[config.mk]
export PLATFORM = sky130hd
export DESIGN_NAME = seq_gen
export DESIGN_NICKNAME = d
export VERILOG_FILES = /design/src/rtl/seq_gen.sv
export SDC_FILE = /design/constraint.sdc
export NUM_CORES = 1
export LEC_CHECK = 0
export CAP_MARGIN = 10
export CORE_MARGIN = 4
export CORE_UTILIZATION = 59
export DETAILED_ROUTE_END_ITERATION = 6
export GPL_ROUTABILITY_DRIVEN = 0
export GPL_TIMING_DRIVEN = 0
export PLACE_DENSITY = 0.82
export SYNTH_ARGS = -nofsm -noshare
export SYNTH_HDL_FRONTEND = slang
export SYNTH_SLANG_ARGS = --single-unit
[constraint.sdc]
create_clock -name clk -period 5.2 [get_ports clk]
set_clock_uncertainty 0.1 [all_clocks]
set_input_delay 0.52 -clock clk [delete_from_list [all_inputs] [get_ports clk]]
set_output_delay 0.52 -clock clk [all_outputs]
set_load 0.005 [all_outputs]
[src/rtl/seq_gen.sv]
// seq_gen: serial pattern generator.
// Shifts a latched PAT_W-bit pattern out MSB-first, one bit per clock,
// repeated `reps` times with `gap` idle cycles between repetitions.
// Optional build macro SEQ_GEN_LFSR_EN: gap cycles carry 16-bit LFSR noise
// on x (valid stays low) instead of a constant 0.
module seq_gen #(
    parameter int PAT_W = 6,
    parameter int REP_W = 8,
    parameter int GAP_W = 4
) (
    input  logic             clk,
    input  logic             rst,
    input  logic             start,
    input  logic [PAT_W-1:0] pattern_in,
    input  logic [REP_W-1:0] reps,
    input  logic [GAP_W-1:0] gap,
    output logic             x,
    output logic             valid,
    output logic             busy,
    output logic             done,
    output logic [2:0]       state
);

    localparam int BW = (PAT_W > 1) ? $clog2(PAT_W) : 1;

    typedef enum logic [2:0] {
        IDLE  = 3'b000,
        SHIFT = 3'b001,
        GAP   = 3'b010,
        DONE  = 3'b011
    } state_t;

    state_t           state_reg;
    logic [PAT_W-1:0] pat_reg;   // latched pattern, used for reloads
    logic [PAT_W-1:0] sh_reg;    // bits still to be presented, MSB next
    logic [BW-1:0]    bcnt_reg;  // bits remaining after the one on x
    logic [REP_W-1:0] rcnt_reg;  // repetitions remaining, incl. current
    logic [GAP_W-1:0] gcnt_reg;  // gap cycles remaining, incl. current
    logic [GAP_W-1:0] gap_reg;   // latched gap length

    assign state = state_reg;

`ifdef SEQ_GEN_LFSR_EN
    logic [15:0] lfsr_reg;
    logic [15:0] lfsr_next;
    // Fibonacci LFSR, taps 16,14,13,11
    assign lfsr_next = {lfsr_reg[14:0], lfsr_reg[15] ^ lfsr_reg[13] ^ lfsr_reg[12] ^ lfsr_reg[10]};
`endif

    // Main FSM: all outputs are registered and set on the transition into a state
    always_ff @(posedge clk or posedge rst) begin
        if (rst) begin
            state_reg <= IDLE;
            pat_reg   <= '0;
            sh_reg    <= '0;
            bcnt_reg  <= '0;
            rcnt_reg  <= '0;
            gcnt_reg  <= '0;
            gap_reg   <= '0;
            x         <= 1'b0;
            valid     <= 1'b0;
            busy      <= 1'b0;
            done      <= 1'b0;
`ifdef SEQ_GEN_LFSR_EN
            lfsr_reg  <= 16'hACE1;
`endif
        end else begin
            done <= 1'b0;
            case (state_reg)
                IDLE: begin
                    x     <= 1'b0;
                    valid <= 1'b0;
                    busy  <= 1'b0;
                    if (start) begin
                        pat_reg <= pattern_in;
                        gap_reg <= gap;
                        rcnt_reg <= reps;
                        if (reps != '0) begin
                            sh_reg    <= pattern_in << 1;
                            bcnt_reg  <= BW'(PAT_W - 1);
                            x         <= pattern_in[PAT_W-1];
                            valid     <= 1'b1;
                            busy      <= 1'b1;
                            state_reg <= SHIFT;
                        end else begin
                            // nothing to send: straight to the completion pulse
                            done      <= 1'b1;
                            state_reg <= DONE;
                        end
                    end
                end

                SHIFT: begin
                    if (bcnt_reg != '0) begin
                        x        <= sh_reg[PAT_W-1];
                        sh_reg   <= sh_reg << 1;
                        bcnt_reg <= bcnt_reg - 1'b1;
                    end else begin
                        // LSB cycle ends here: one repetition complete
                        rcnt_reg <= rcnt_reg - 1'b1;
                        if (rcnt_reg == REP_W'(1)) begin
                            x         <= 1'b0;
                            valid     <= 1'b0;
                            busy      <= 1'b0;
                            done      <= 1'b1;
                            state_reg <= DONE;
                        end else if (gap_reg != '0) begin
                            valid     <= 1'b0;
                            gcnt_reg  <= gap_reg;
                            state_reg <= GAP;
`ifdef SEQ_GEN_LFSR_EN
                            x         <= lfsr_reg[0];
`else
                            x         <= 1'b0;
`endif
                        end else begin
                            // back-to-back: reload and present the MSB at once
                            sh_reg   <= pat_reg << 1;
                            bcnt_reg <= BW'(PAT_W - 1);
                            x        <= pat_reg[PAT_W-1];
                            valid    <= 1'b1;
                        end
                    end
                end

                GAP: begin
                    if (gcnt_reg == GAP_W'(1)) begin
                        sh_reg    <= pat_reg << 1;
                        bcnt_reg  <= BW'(PAT_W - 1);
                        x         <= pat_reg[PAT_W-1];
                        valid     <= 1'b1;
                        state_reg <= SHIFT;
                    end else begin
                        gcnt_reg <= gcnt_reg - 1'b1;
`ifdef SEQ_GEN_LFSR_EN
                        lfsr_reg <= lfsr_next;
                        x        <= lfsr_next[0];
`else
                        x        <= 1'b0;
`endif
                    end
                end

                DONE: begin
                    x         <= 1'b0;
                    valid     <= 1'b0;
                    busy      <= 1'b0;
                    state_reg <= IDLE;
                end

                default: begin
                    x         <= 1'b0;
                    valid     <= 1'b0;
                    busy      <= 1'b0;
                    state_reg <= IDLE;
                end
            endcase
        end
    end

endmodule

# Word-level counts from Yosys, hierarchy flattened
# Index checks and enable logic that the tools add are counted.
# word_totals
ff_bits	38
input_bits	21
out_inout_bits	7
word_cells	95
# op_classes
addsub	3
eq_ne	15
mux	51
bitwise_logic	1
n_reduce_logical	14
# ops
op	n
2-to-1 mux 6 bit	6
2-to-1 mux 3 bit	11
2-to-1 mux 1 bit	18
one-hot mux 3 bit (3 select lines)	2
one-hot mux 6 bit (3 select lines)	1
2-to-1 mux 4 bit	4
2-to-1 mux 8 bit	2
!= test 2 bit, second input constant	8
one-hot mux 8 bit (2 select lines)	1
!= test 3 bit, second input constant	3
one-hot mux 1 bit (3 select lines)	3
== test 8 x 1 -> 1 bit, second input constant	1
one-hot mux 4 bit (2 select lines)	1
nonzero test 8 bit	1
subtractor 8 x 1 -> 8 bit, second input constant	1
AND reduction 3 bit	2
AND reduction 6 bit	1
nonzero test 3 bit	2
AND reduction 5 bit	1
== test 4 x 1 -> 1 bit, second input constant	1
AND reduction 2 bit	2
AND reduction 4 bit	1
nonzero test 2 bit	2
nonzero test 4 bit	1
8 further kinds	8

# Depth between registers and ports, before layout
# Gate-level depths: netlist of run 1.
# logic_depth
word_depth	5
mapped_depth	9
ltp_nobuf	6

# Worst setup path after synthesis of run 1
# OpenSTA, ideal clock, no wires.
# synth_path
path_type	register to register
start	register state_reg[1] (netlist: state[1])
end	register bcnt_reg[0]
setup_ns	0.125
arrival_ns	1.932
required_time_ns	4.975
path_slack_ns	3.043
stages_incl_launch_ff	7
path_buffers	1
synth_period_minus_slack_ns	2.157
cell_sequence	dfrtp_1 > inv_1 > ha_1 > buf_2 > or4b_4 > o2111ai_4 > mux2_2
# synth_between
elab_chain_len	3
elab_cells_between_ends	11
classes_between	7 x eq/ne; 1 x mux; 3 x reduce/logical
# synth_lines
item	line_no	rtl
start, declared	33	state_t state_reg;
start signal, assigned	53	state_reg <= IDLE;
start signal, assigned	84	state_reg <= SHIFT;
start signal, assigned	88	state_reg <= DONE;
== test 3 x 1 -> 1 bit (tied with other cells)	69	case (state_reg)
!= test 3 bit (no line) (tied with other cells)	-	
AND reduction 6 bit (no line)	-	
end signal, assigned	80	bcnt_reg <= BW'(PAT_W - 1);
end signal, assigned	97	bcnt_reg <= bcnt_reg - 1'b1;
end signal, assigned	119	bcnt_reg <= BW'(PAT_W - 1);
end, declared	36	logic [BW-1:0] bcnt_reg;
# Several ways; a longest one is shown, not always the timed one.
# A chain may end at the register's enable or synchronous reset.

# Worst setup path in the final report of run 1
# layout_path
start	input reps[4]
end	register sh_reg[1]
# layout_between
elab_chain_len	3
# layout_lines
item	line_no	rtl
start, declared	15	input logic [REP_W-1:0] reps,
nonzero test 8 bit	78	if (reps != '0) begin
!= test 2 bit (no line)	-	
AND reduction 6 bit (no line)	-	
end signal, assigned	79	sh_reg <= pattern_in << 1;
end signal, assigned	96	sh_reg <= sh_reg << 1;
end signal, assigned	118	sh_reg <= pat_reg << 1;
end, declared	35	logic [PAT_W-1:0] sh_reg;
# No other way between the ends.

==> impl_metrics.yaml, run 1 <==
layout:
  antenna-diode-count: 0
  fin_cells: 291
  area.growth.synth_to_final_pct: 21.07
  finalCoreUtilization: 0.7623
  mostFrequentLayoutCells: "sky130_fd_sc_hd__dfrtp_1, sky130_fd_sc_hd__clkdlybuf4s50_1, sky130_fd_sc_hd__mux2_2"
  layout_cells_sized_above_1: 0.1673
  number_of_flip_flops_in_the_largest_register: 8
  multiInputGateArea_sq_um: 1156
  mostFrequentLayoutCell: "sky130_fd_sc_hd__dfrtp_1"
  nNetsFinal: 273
  fillers: 243
  area.sequential_sq_um: 900.9
sta:
  max_freq_ghz: 0.3740
  crit_path_time_final_ns: 2.674
  timing_hold_violations_final: 0
  final-setup-viol-count: 0
  unrepaired_setup_endpoints_after_global_routing: "no"
  worstMarginPinSlew_ns: 0.9721
  fin_setup_tns_ns: 0
  final_cycle_utilization_of_the_critical_path: 0.5142
  worst_case_headroom_to_the_max_slew_limit: 0.3459
  finalHoldWorstSlack_ns: 0.3997
  report.final.slew_viol_count: 0
outcome:
  outcome: "completed"
clocking:
  cts-htree-levels: 2
  cts_post_setup_buffers_inserted: 0
  cts-root-to-sink-buffers: 2
  clk_root_buffer_cell: "sky130_fd_sc_hd__clkbuf_8"
  cts_tree: "done"
  ctsHoldBuffers: 0
  post_cts.resized_instances: 0
  path_clk_slew_ns: 0.07
  worst_skew_pair.late_latency_ns: 0.29
  cts_num_sinks: 36
  cts_made_buffers: 5
routing:
  drt_iter0_markers: 262
  dr.pass1.iters: 5
  drcViolationCount: 0
  postRouteWirelength_mm: 5.029
  route.vias.total: 1855
  post_drt_via_cell_ratio: 6.375
  route.antenna.remaining_nets: 0
  detail_route.wl_per_cell_um: 17.28
yosys:
  synth_area_per_cell_sq_um: 10.32
  most_used_flip_flop_cell_after_synthesis: "sky130_fd_sc_hd__dfrtp_1"
  synthesis.area_sq_um: 2167
  share_of_synthesized_registers_carrying_an_async_set_or_reset: 1.000
  synth_edf_count: 0
  mappedNetlistNets: 239
  seq_area_frac_synth: 0.4157
  ys_warn_count: 0
  synthesis.instances: 210
  synth_cell_type_count: 56
  ys_seq_elements: 36
place:
  place_hpwl_mm: 3.726
  placement.io_buffers: 26
  placed_cells_incl_taps: 283
critical_path:
  crit_slowest_cell: "sky130_fd_sc_hd__nor4_1"
  r2r_end: "gcnt_reg[2]$_DFFE_PP0P_"
  path_delay_family: "simple AND/OR/NAND/NOR gates"
  worst-setup-path-type: "in2reg"
  cp_max_fo: 7
  r2r.worst_path.cells: 7
  cp_data_arrival_time_ns: 2.75
  worst-endpoint-required_ns: 5.28
  cp.buffers_inverters: 1
  endpoint_class_of_the_critical_path: "flip-flop"
  timing.critical_path.cells: "clkdlybuf4s50_1 > nor4_1 > nand3_1 > o2111ai_4 > mux2_2"
  cp-start-kind: "primary input"
  timing.reg2reg.setup_slack_ns: 2.70
  slowest_delay_ns: 0.84
  reg2reg_from: "state[1]$_DFFE_PP0P_"
min_path:
  holdPathEnd: "sh_reg[3]$_DFFE_PP0P_"
  timing.hold.worst.start: "sh_reg[3]$_DFFE_PP0P_"
  worstHoldPathType: "reg2reg"
  hold-path-cell-count: 1
pwr:
  power_report.internal_total_mw: 0.9698
  pwr-share-clk: 0.151
  power.share.sequential: 0.325
  power.net_switching_mw: 0.6528
  p_per_area_nw_per_um2: 618.4
  swShare: 0.4023
  vdd_drop_max_v: 0.0003515
  p_leak_nw: 1.085
  power.total_mw: 1.623
  p_comb_frac: 0.524
global_routing:
  first_global_vias: 1831
  grt_max_degree: 20
  antenna_found_initial: 0
  grt_overflow: 0
  globalRouteTotalUtil: 0.2400
  grt_pass1_wl_mm: 8.369
floorplanning:
  rows: 21
  design.portCount: 28
  fp.dieW_um: 68.61
  die-height_um: 68.61
  die_area_sq_um: 4707
  floorplan_core_area_sq_um: 3442
  starting_density_of_the_core: 0.6296
run:
  max_cap_viol_count: 0
stage by stage:
| stage | setup slack [ns] | instance area (sq um) |
|---|---|---|
| 5_1_grt | 2.447 | 2624 |
| 3_5_place_dp | 2.353 | 2512 |
| 3_3_place_gp | 2.411 | 2485 |
| 4_1_cts | 2.619 | 2624 |
| 2_1_floorplan | 3.043 | 2167 |
| 6_report | 2.526 | 2624 |
Yosys cell counts, types with 2 or more instances:
cell type / n / area, sq um
sky130_fd_sc_hd__dfrtp_1: 36 / 900.9
sky130_fd_sc_hd__mux2_2: 17 / 191.4
sky130_fd_sc_hd__inv_1: 15 / 56.30
sky130_fd_sc_hd__nand2_1: 13 / 48.80
sky130_fd_sc_hd__a21oi_1: 11 / 55.05
sky130_fd_sc_hd__nor2_1: 11 / 41.29
sky130_fd_sc_hd__ha_1: 8 / 100.1
sky130_fd_sc_hd__o21ai_0: 7 / 35.03
sky130_fd_sc_hd__o22a_1: 6 / 52.55
sky130_fd_sc_hd__a31oi_1: 5 / 31.28
sky130_fd_sc_hd__clkbuf_1: 5 / 18.77
sky130_fd_sc_hd__a221o_1: 4 / 40.04
sky130_fd_sc_hd__and3_1: 4 / 25.02
sky130_fd_sc_hd__nand3_1: 4 / 20.02
sky130_fd_sc_hd__a221oi_2: 3 / 45.04
sky130_fd_sc_hd__and2_1: 3 / 18.77
sky130_fd_sc_hd__mux2i_1: 3 / 30.03
sky130_fd_sc_hd__nand2b_1: 3 / 18.77
sky130_fd_sc_hd__nand4_1: 3 / 18.77
sky130_fd_sc_hd__nor4_1: 3 / 18.77
sky130_fd_sc_hd__or3_1: 3 / 18.77
sky130_fd_sc_hd__a211oi_1: 2 / 15.01
sky130_fd_sc_hd__a41oi_1: 2 / 17.52
sky130_fd_sc_hd__buf_6: 2 / 22.52
sky130_fd_sc_hd__nand3b_1: 2 / 15.01
sky130_fd_sc_hd__nor2b_1: 2 / 12.51
sky130_fd_sc_hd__nor4b_1: 2 / 17.52
sky130_fd_sc_hd__o22ai_1: 2 / 12.51
sky130_fd_sc_hd__o31a_1: 2 / 17.52
kinds of logic after synthesis:
family	count (synthesis)	synth area share
fa+ha+maj	8	0.04619
compound gates	57	0.2090
buf+inv	24	0.05081
other cells	1	0.001730
simple gates	64	0.1744
mux	20	0.1022
flops	36	0.4157
per-layer routing:
| metal | up-vias | global-route usage | wire, um |
|---|---|---|---|
| li1 | 856 | - | - |
| met4 | 0 | 0.08437 | 64 |
| met5 | - | 0 | 0 |
| met3 | 8 | 0.05511 | 380 |
| met2 | 94 | 0.4029 | 2491 |
| met1 | 897 | 0.3008 | 2093 |
power by group through the flow:
| stage | registers (mW) | logic (mW) | clock network [mW] |
|---|---|---|---|
| after floorplan | 0.501 | 0.640 | 0 |
| after CTS | 0.525 | 0.843 | 0.247 |
| final | 0.527 | 0.850 | 0.245 |
| after detailed placement | 0.532 | 0.836 | 0 |
| after global routing | 0.548 | 0.931 | 0.264 |
| after global placement | 0.518 | 0.801 | 0 |
cell type report:
type,count,area share
Clock buffer,5,0.02623
Sequential cell,36,0.3433
Inverter,15,0.02146
Clock inverter,3,0.01621
Buffer,9,0.02051
Tap cell,46,0.02194
Timing Repair Buffer,27,0.1097
Multi-Input combinational cell,150,0.4406
worst register-to-register path, cell delays in order (launching register included):
cell and delay (ns):
sky130_fd_sc_hd__dfrtp_1 0.42, sky130_fd_sc_hd__inv_1 0.14, sky130_fd_sc_hd__ha_1 0.15, sky130_fd_sc_hd__buf_2 0.19, sky130_fd_sc_hd__nor4b_1 0.54, sky130_fd_sc_hd__a22oi_1 0.34
sky130_fd_sc_hd__and2_1 0.29, sky130_fd_sc_hd__a221oi_2 0.25
worst max-delay path by stage:
| stage | from | to | slack (ns) | depth (start not counted) |
|---|---|---|---|---|
| final | reps[4] | sh_reg[1]$_DFFE_PP0P_ | 2.53 | 5 |
| after detailed placement | reps[4] | bcnt_reg[0]$_DFFE_PP0P_ | 2.35 | 5 |
| after global routing | reps[5] | sh_reg[1]$_DFFE_PP0P_ | 2.45 | 5 |
| after floorplan | state[1]$_DFFE_PP0P_ | bcnt_reg[0]$_DFFE_PP0P_ | 3.04 | 6 |
| after global placement | reps[4] | sh_reg[3]$_DFFE_PP0P_ | 2.41 | 5 |
| after CTS | reps[4] | sh_reg[1]$_DFFE_PP0P_ | 2.62 | 5 |
Note: power is estimated with default switching activity, not from simulation.
==> inputs of run 2 (changes only) <==
- CORE_UTILIZATION: 59 -> 55
- PLACE_DENSITY: 0.82 -> 0.77
- clock period: 5.2 -> 2.5 ns (I/O delays scaled with it)
==> run 2 against run 1 <==
Wire length decreased by 8.2%. Largest power group unchanged. Design area fell by 0.19%. Critical endpoint is now sh_reg[4]$_DFFE_PP0P_. Critical path depth is 1 higher.
==> impl_metrics.yaml, run 2 (synthesis results as in run 1) <==
pwr:
  pwr-share-clk: 0.132
  swShare: 0.4006
  p_leak_nw: 1.076
  power.net_switching_mw: 1.301
  p_comb_frac: 0.534
  power.share.sequential: 0.333
  power_report.internal_total_mw: 1.947
  vdd_drop_max_v: 0.0007225
  p_per_area_nw_per_um2: 1240
  power.total_mw: 3.248
clocking:
  worst_skew_pair.late_latency_ns: 0.29
  cts-root-to-sink-buffers: 2
  cts_tree: "done"
  cts_post_setup_buffers_inserted: 0
  cts_made_buffers: 5
  cts-htree-levels: 2
  clk_root_buffer_cell: "sky130_fd_sc_hd__clkbuf_8"
  cts_num_sinks: 36
  path_clk_slew_ns: 0.07
  ctsHoldBuffers: 0
critical_path:
  crit_slowest_cell: "sky130_fd_sc_hd__nor4b_2"
  cp_data_arrival_time_ns: 2.41
  r2r_end: "sh_reg[4]$_DFFE_PP0P_"
  worst-endpoint-required_ns: 2.58
  timing.critical_path.cells: "inv_1 > ha_1 > nor4b_2 > a21boi_2 > o2111ai_4 > mux2_2"
  critical_path_cell_count: 6
  cp-start-kind: "flip-flop"
  worst-setup-path-type: "reg2reg"
  cp_max_fo: 7
  r2r.worst_path.cells: 6
  timing.reg2reg.setup_slack_ns: 0.16
  reg2reg_from: "rcnt_reg[1]$_DFFE_PP0P_"
  endpoint_class_of_the_critical_path: "flip-flop"
  cp.buffers_inverters: 1
  slowest_delay_ns: 0.51
  path_delay_family: "compound AO/OA/AOI/OAI gates"
floorplanning:
  die-height_um: 70.77
  starting_density_of_the_core: 0.5789
  die_area_sq_um: 5008
  fp.dieW_um: 70.77
  design.portCount: 28
  rows: 22
  floorplan_core_area_sq_um: 3744
sta:
  final-setup-viol-count: 0
  final_cycle_utilization_of_the_critical_path: 0.9355
  report.final.slew_viol_count: 0
  worstMarginPinSlew_ns: 0.8679
  max_freq_ghz: 0.4276
  final_worst_slack_ns: 0.1612
  unrepaired_setup_endpoints_after_global_routing: "no"
  worst_case_headroom_to_the_max_slew_limit: 0.4208
  crit_path_time_final_ns: 2.339
  timing_hold_violations_final: 0
layout:
  number_of_flip_flops_in_the_largest_register: 8
  mostFrequentLayoutCells: "sky130_fd_sc_hd__dfrtp_1, sky130_fd_sc_hd__clkdlybuf4s50_1, sky130_fd_sc_hd__mux2_2"
  final_area_sq_um: 2619
  area.growth.synth_to_final_pct: 20.84
  layout_cells_sized_above_1: 0.1714
  nNetsFinal: 273
  fin_cells: 293
  antenna-diode-count: 0
  fillers: 302
  mostFrequentLayoutCell: "sky130_fd_sc_hd__dfrtp_1"
routing:
  post_drt_via_cell_ratio: 5.956
  route.antenna.remaining_nets: 0
  drt_iter0_markers: 148
  detail_route.wl_per_cell_um: 15.76
  dr.pass1.iters: 4
  route.vias.total: 1745
  drcViolationCount: 0
  postRouteWirelength_mm: 4.619
place:
  placed_cells_incl_taps: 285
  placement.io_buffers: 26
  place_hpwl_mm: 3.423
  pre_cts_ws_ns: -0.08601
  placed_cell_area_sq_um: 2515
outcome:
  outcome: "completed"
global_routing:
  first_global_vias: 1653
  grt_max_degree: 21
  globalRouteTotalUtil: 0.1986
  grt_pass1_wl_mm: 7.962
  antenna_found_initial: 0
  grt_overflow: 0
min_path:
  worstHoldPathType: "in2async"
run:
  max_cap_viol_count: 0
-- run 2: worst max-delay path by stage --
stage / startpoint / slack [ns] / endpoint
2_1_floorplan: state[1]$_DFFE_PP0P_ / 0.34 / bcnt_reg[0]$_DFFE_PP0P_
3_3_place_gp: reps[4] / -0.07 / bcnt_reg[0]$_DFFE_PP0P_
3_5_place_dp: reps[4] / -0.09 / sh_reg[2]$_DFFE_PP0P_
4_1_cts: state[1]$_DFFE_PP0P_ / 0.12 / gcnt_reg[2]$_DFFE_PP0P_
5_1_grt: state[1]$_DFFE_PP0P_ / 0.01 / gcnt_reg[2]$_DFFE_PP0P_
6_report: rcnt_reg[1]$_DFFE_PP0P_ / 0.16 / sh_reg[4]$_DFFE_PP0P_
-- run 2: power by group through the flow --
stage	registers, mW	clock network [mW]	logic, mW
global route	1.13	0.471	1.94
CTS	1.08	0.443	1.74
finish	1.08	0.429	1.74
global placement	1.08	0	1.69
floorplan	1.04	0	1.33
detailed placement	1.09	0	1.73
-- run 2: cell type report --
| class | instances | area [sq um] | share of cell area |
|---|---|---|---|
| sequential | 36 | 900.9 | 0.3440 |
| timing repair buffer | 27 | 287.8 | 0.1099 |
| tap | 48 | 60.06 | 0.02293 |
| multi-input combinational | 150 | 1166 | 0.4453 |
| inverter | 15 | 56.30 | 0.02150 |
| clock buffer | 7 | 86.33 | 0.03297 |
| clock inverter | 1 | 7.507 | 0.002867 |
| buffer | 9 | 53.80 | 0.02054 |
-- run 2: what timing repair did --
action / 4_1_cts / 5_1_grt
endpoints found under the hold margin: 0 / 0
setup endpoints to repair: 0 / 10
gates resized for setup: 0 / 2
-- run 2: metal layers --
layer	routed length (um)	GRT usage
met1	2164	0.2724
met2	2152	0.3018
met3	227	0.05114
met4	74	0.07724
met5	0	0
-- run 2: metrics by stage --
step / setup TNS [ns] / hold slack, ns / utilization
6_report: 0 / 0.3384 / 0.6995
3_3_place_gp: -0.3857 / 0.3797 / 0.6644
3_5_place_dp: -0.4934 / 0.3874 / 0.6718
5_1_grt: 0 / 0.4086 / 0.6995
4_1_cts: 0 / 0.3577 / 0.6969
2_1_floorplan: 0 / 0.2668 / -
==> inputs of run 3 (changes only) <==
- CORE_UTILIZATION: 55 -> 50
- PLACE_DENSITY: 0.77 -> 0.74
- TNS_END_PERCENT: default -> 100
- clock period: 2.5 -> 2.05 ns (I/O delays scaled with it)
==> run 3 against run 2 <==
The flow now finishes with violations (setup timing). Via count grew 7.3%. Die area grew 8.8%. Sequential share of layout area shrank 3.1 points. Design area grew 10%. Global-route usage grew 0.063 points. Register-to-register slack lost 0.23 ns. Maximum frequency grew 10%. Utilization grew 0.68 points. First-iteration DRC count shrank 32%. Wire length grew 14%. Critical endpoint is now sh_reg[1]$_DFFE_PP0P_. Largest cell class unchanged. Largest power group unchanged.
==> impl_metrics.yaml, run 3 (synthesis results as in run 1) <==
sta:
  fin_setup_tns_ns: -0.3912
  max_freq_ghz: 0.4718
  worst_case_headroom_to_the_max_slew_limit: 0.4961
  final_worst_slack_ns: -0.06963
  worstMarginPinSlew_ns: 0.7551
  crit_path_time_final_ns: 2.120
  report.final.slew_viol_count: 0
  final_cycle_utilization_of_the_critical_path: 1.034
  timing_hold_violations_final: 0
  final-setup-viol-count: 7
  finalHoldWorstSlack_ns: 0.2523
  unrepaired_setup_endpoints_after_global_routing: "yes"
clocking:
  cts-root-to-sink-buffers: 2
  cts_tree: "done"
  ctsHoldBuffers: 0
  cts-htree-levels: 2
  worst_skew_pair.late_latency_ns: 0.29
  clk_root_buffer_cell: "sky130_fd_sc_hd__clkbuf_8"
  cts_made_buffers: 5
  cts_num_sinks: 36
  path_clk_slew_ns: 0.07
place:
  placed_cell_area_sq_um: 2559
  placement.io_buffers: 26
  place_hpwl_mm: 3.579
routing:
  route.antenna.remaining_nets: 0
  met2_length_mm: 2.589
  route.vias.total: 1872
  route.layer.met1.wl_mm: 2.398
  postRouteWirelength_mm: 5.271
  detail_route.wl_per_cell_um: 17.28
  dr.pass1.iters: 4
  wl_met3_um: 250
  post_drt_via_cell_ratio: 6.138
  drt_iter0_markers: 101
  drcViolationCount: 0
  highest-signal-layer: "met4"
floorplanning:
  die_area_sq_um: 5452
  die-height_um: 73.84
  floorplan_core_area_sq_um: 4086
  design.portCount: 28
  rows: 23
  fp.dieW_um: 73.84
  starting_density_of_the_core: 0.5303
global_routing:
  grt_overflow: 0
  grt_pass1_wl_mm: 8.404
  antenna_found_initial: 0
  first_global_vias: 1844
  grt_max_degree: 20
  globalRouteTotalUtil: 0.1993
critical_path:
  cp_data_arrival_time_ns: 2.19
  reg2reg_from: "state[1]$_DFFE_PP0P_"
  crit_slowest_cell: "sky130_fd_sc_hd__or4b_4"
  endpoint_class_of_the_critical_path: "flip-flop"
  cp_max_fo: 7
  cp-start-kind: "flip-flop"
  cp.buffers_inverters: 1
  path_delay_family: "simple AND/OR/NAND/NOR gates"
  worst-setup-path-type: "reg2reg"
  timing.critical_path.cells: "inv_2 > ha_4 > or4b_4 > o2111ai_4 > mux2_4"
  slowest_delay_ns: 0.50
  worst-endpoint-required_ns: 2.12
  setup.worst_path.start: "state[1]$_DFFE_PP0P_"
min_path:
  worstHoldPathType: "in2async"
layout:
  finalCoreUtilization: 0.7064
  nNetsFinal: 283
  mostFrequentLayoutCell: "sky130_fd_sc_hd__dfrtp_1"
  antenna-diode-count: 0
  mostFrequentLayoutCells: "sky130_fd_sc_hd__dfrtp_1, sky130_fd_sc_hd__clkdlybuf4s50_1, sky130_fd_sc_hd__inv_1, sky130_fd_sc_hd__nand2_1, sky130_fd_sc_hd__buf_4"
  final_area_sq_um: 2887
  layout_cells_sized_above_1: 0.2941
  area.sequential_sq_um: 903.4
  multiInputGateArea_sq_um: 1310
  fillers: 305
  area.growth.synth_to_final_pct: 33.20
  number_of_flip_flops_in_the_largest_register: 8
pwr:
  p_per_area_nw_per_um2: 1601
  vdd_drop_max_v: 0.0007302
  p_leak_nw: 1.187
outcome:
  outcome: "finished with violations"
  violated_checks: "setup timing"
run:
  max_cap_viol_count: 0
run 3: changes by cell type in the layout (fill, tap and decap cells not counted), sizes merged:
cell and delta:
clkbuf -2, buf +12, bufinv +1, clkinvlp -1
run 3: worst paths after layout:
path                            slack (ns)                       to  depth (start not counted)
worst max register to register       -0.07    sh_reg[1]$_DFFE_PP0P_                          5
worst min-delay path                  0.25   pat_reg[0]$_DFFE_PP0P_                          2
min in group clk                      0.38   gap_reg[1]$_DFFE_PP0P_                          3
worst max-delay path                 -0.07    sh_reg[1]$_DFFE_PP0P_                          5
max in group asynchronous             1.03  rcnt_reg[0]$_DFFE_PP0P_                          3
worst min register to register        0.41   pat_reg[5]$_DFFE_PP0P_                          1
run 3: per-stage QoR:
step	cells	setup slack (ns)	power (mW)
finish	305	-0.06963	4.622
global route	305	-0.1308	4.942
CTS	300	-0.08182	4.450
detailed placement	287	-0.5094	3.586
global placement	286	-0.4718	3.510
floorplan	210	-0.03940	3.013
run 3: repair_timing:
| item | CTS | global route |
|---|---|---|
| pin swaps | 1 | 6 |
| resized for setup | 16 | 16 |
| buffers inserted | 7 | 5 |
| setup endpoints to repair | 31 | 22 |
run 3: final cells by class:
cell class / count / area share
plain buffers: 7 / 0.01604
flip-flops and latches: 36 / 0.3130
multi-input cells: 150 / 0.4538
clock inverters: 1 / 0.01040
repair buffers: 39 / 0.1322
clock buffers: 7 / 0.03338
inverters: 15 / 0.01951
well taps: 50 / 0.02167
run 3: where the power goes:
part	internal [mW]	switching, mW	total (mW)
Combinational	1.32	1.20	2.52
Clock	0.430	0.264	0.693
Sequential	1.06	0.352	1.41
run 3: layer usage:
layer / vias up / global-route usage
met5: - / 0
met4: 0 / 0.04628
met3: 5 / 0.03283
met2: 51 / 0.3366
met1: 926 / 0.2664
li1: 890 / -
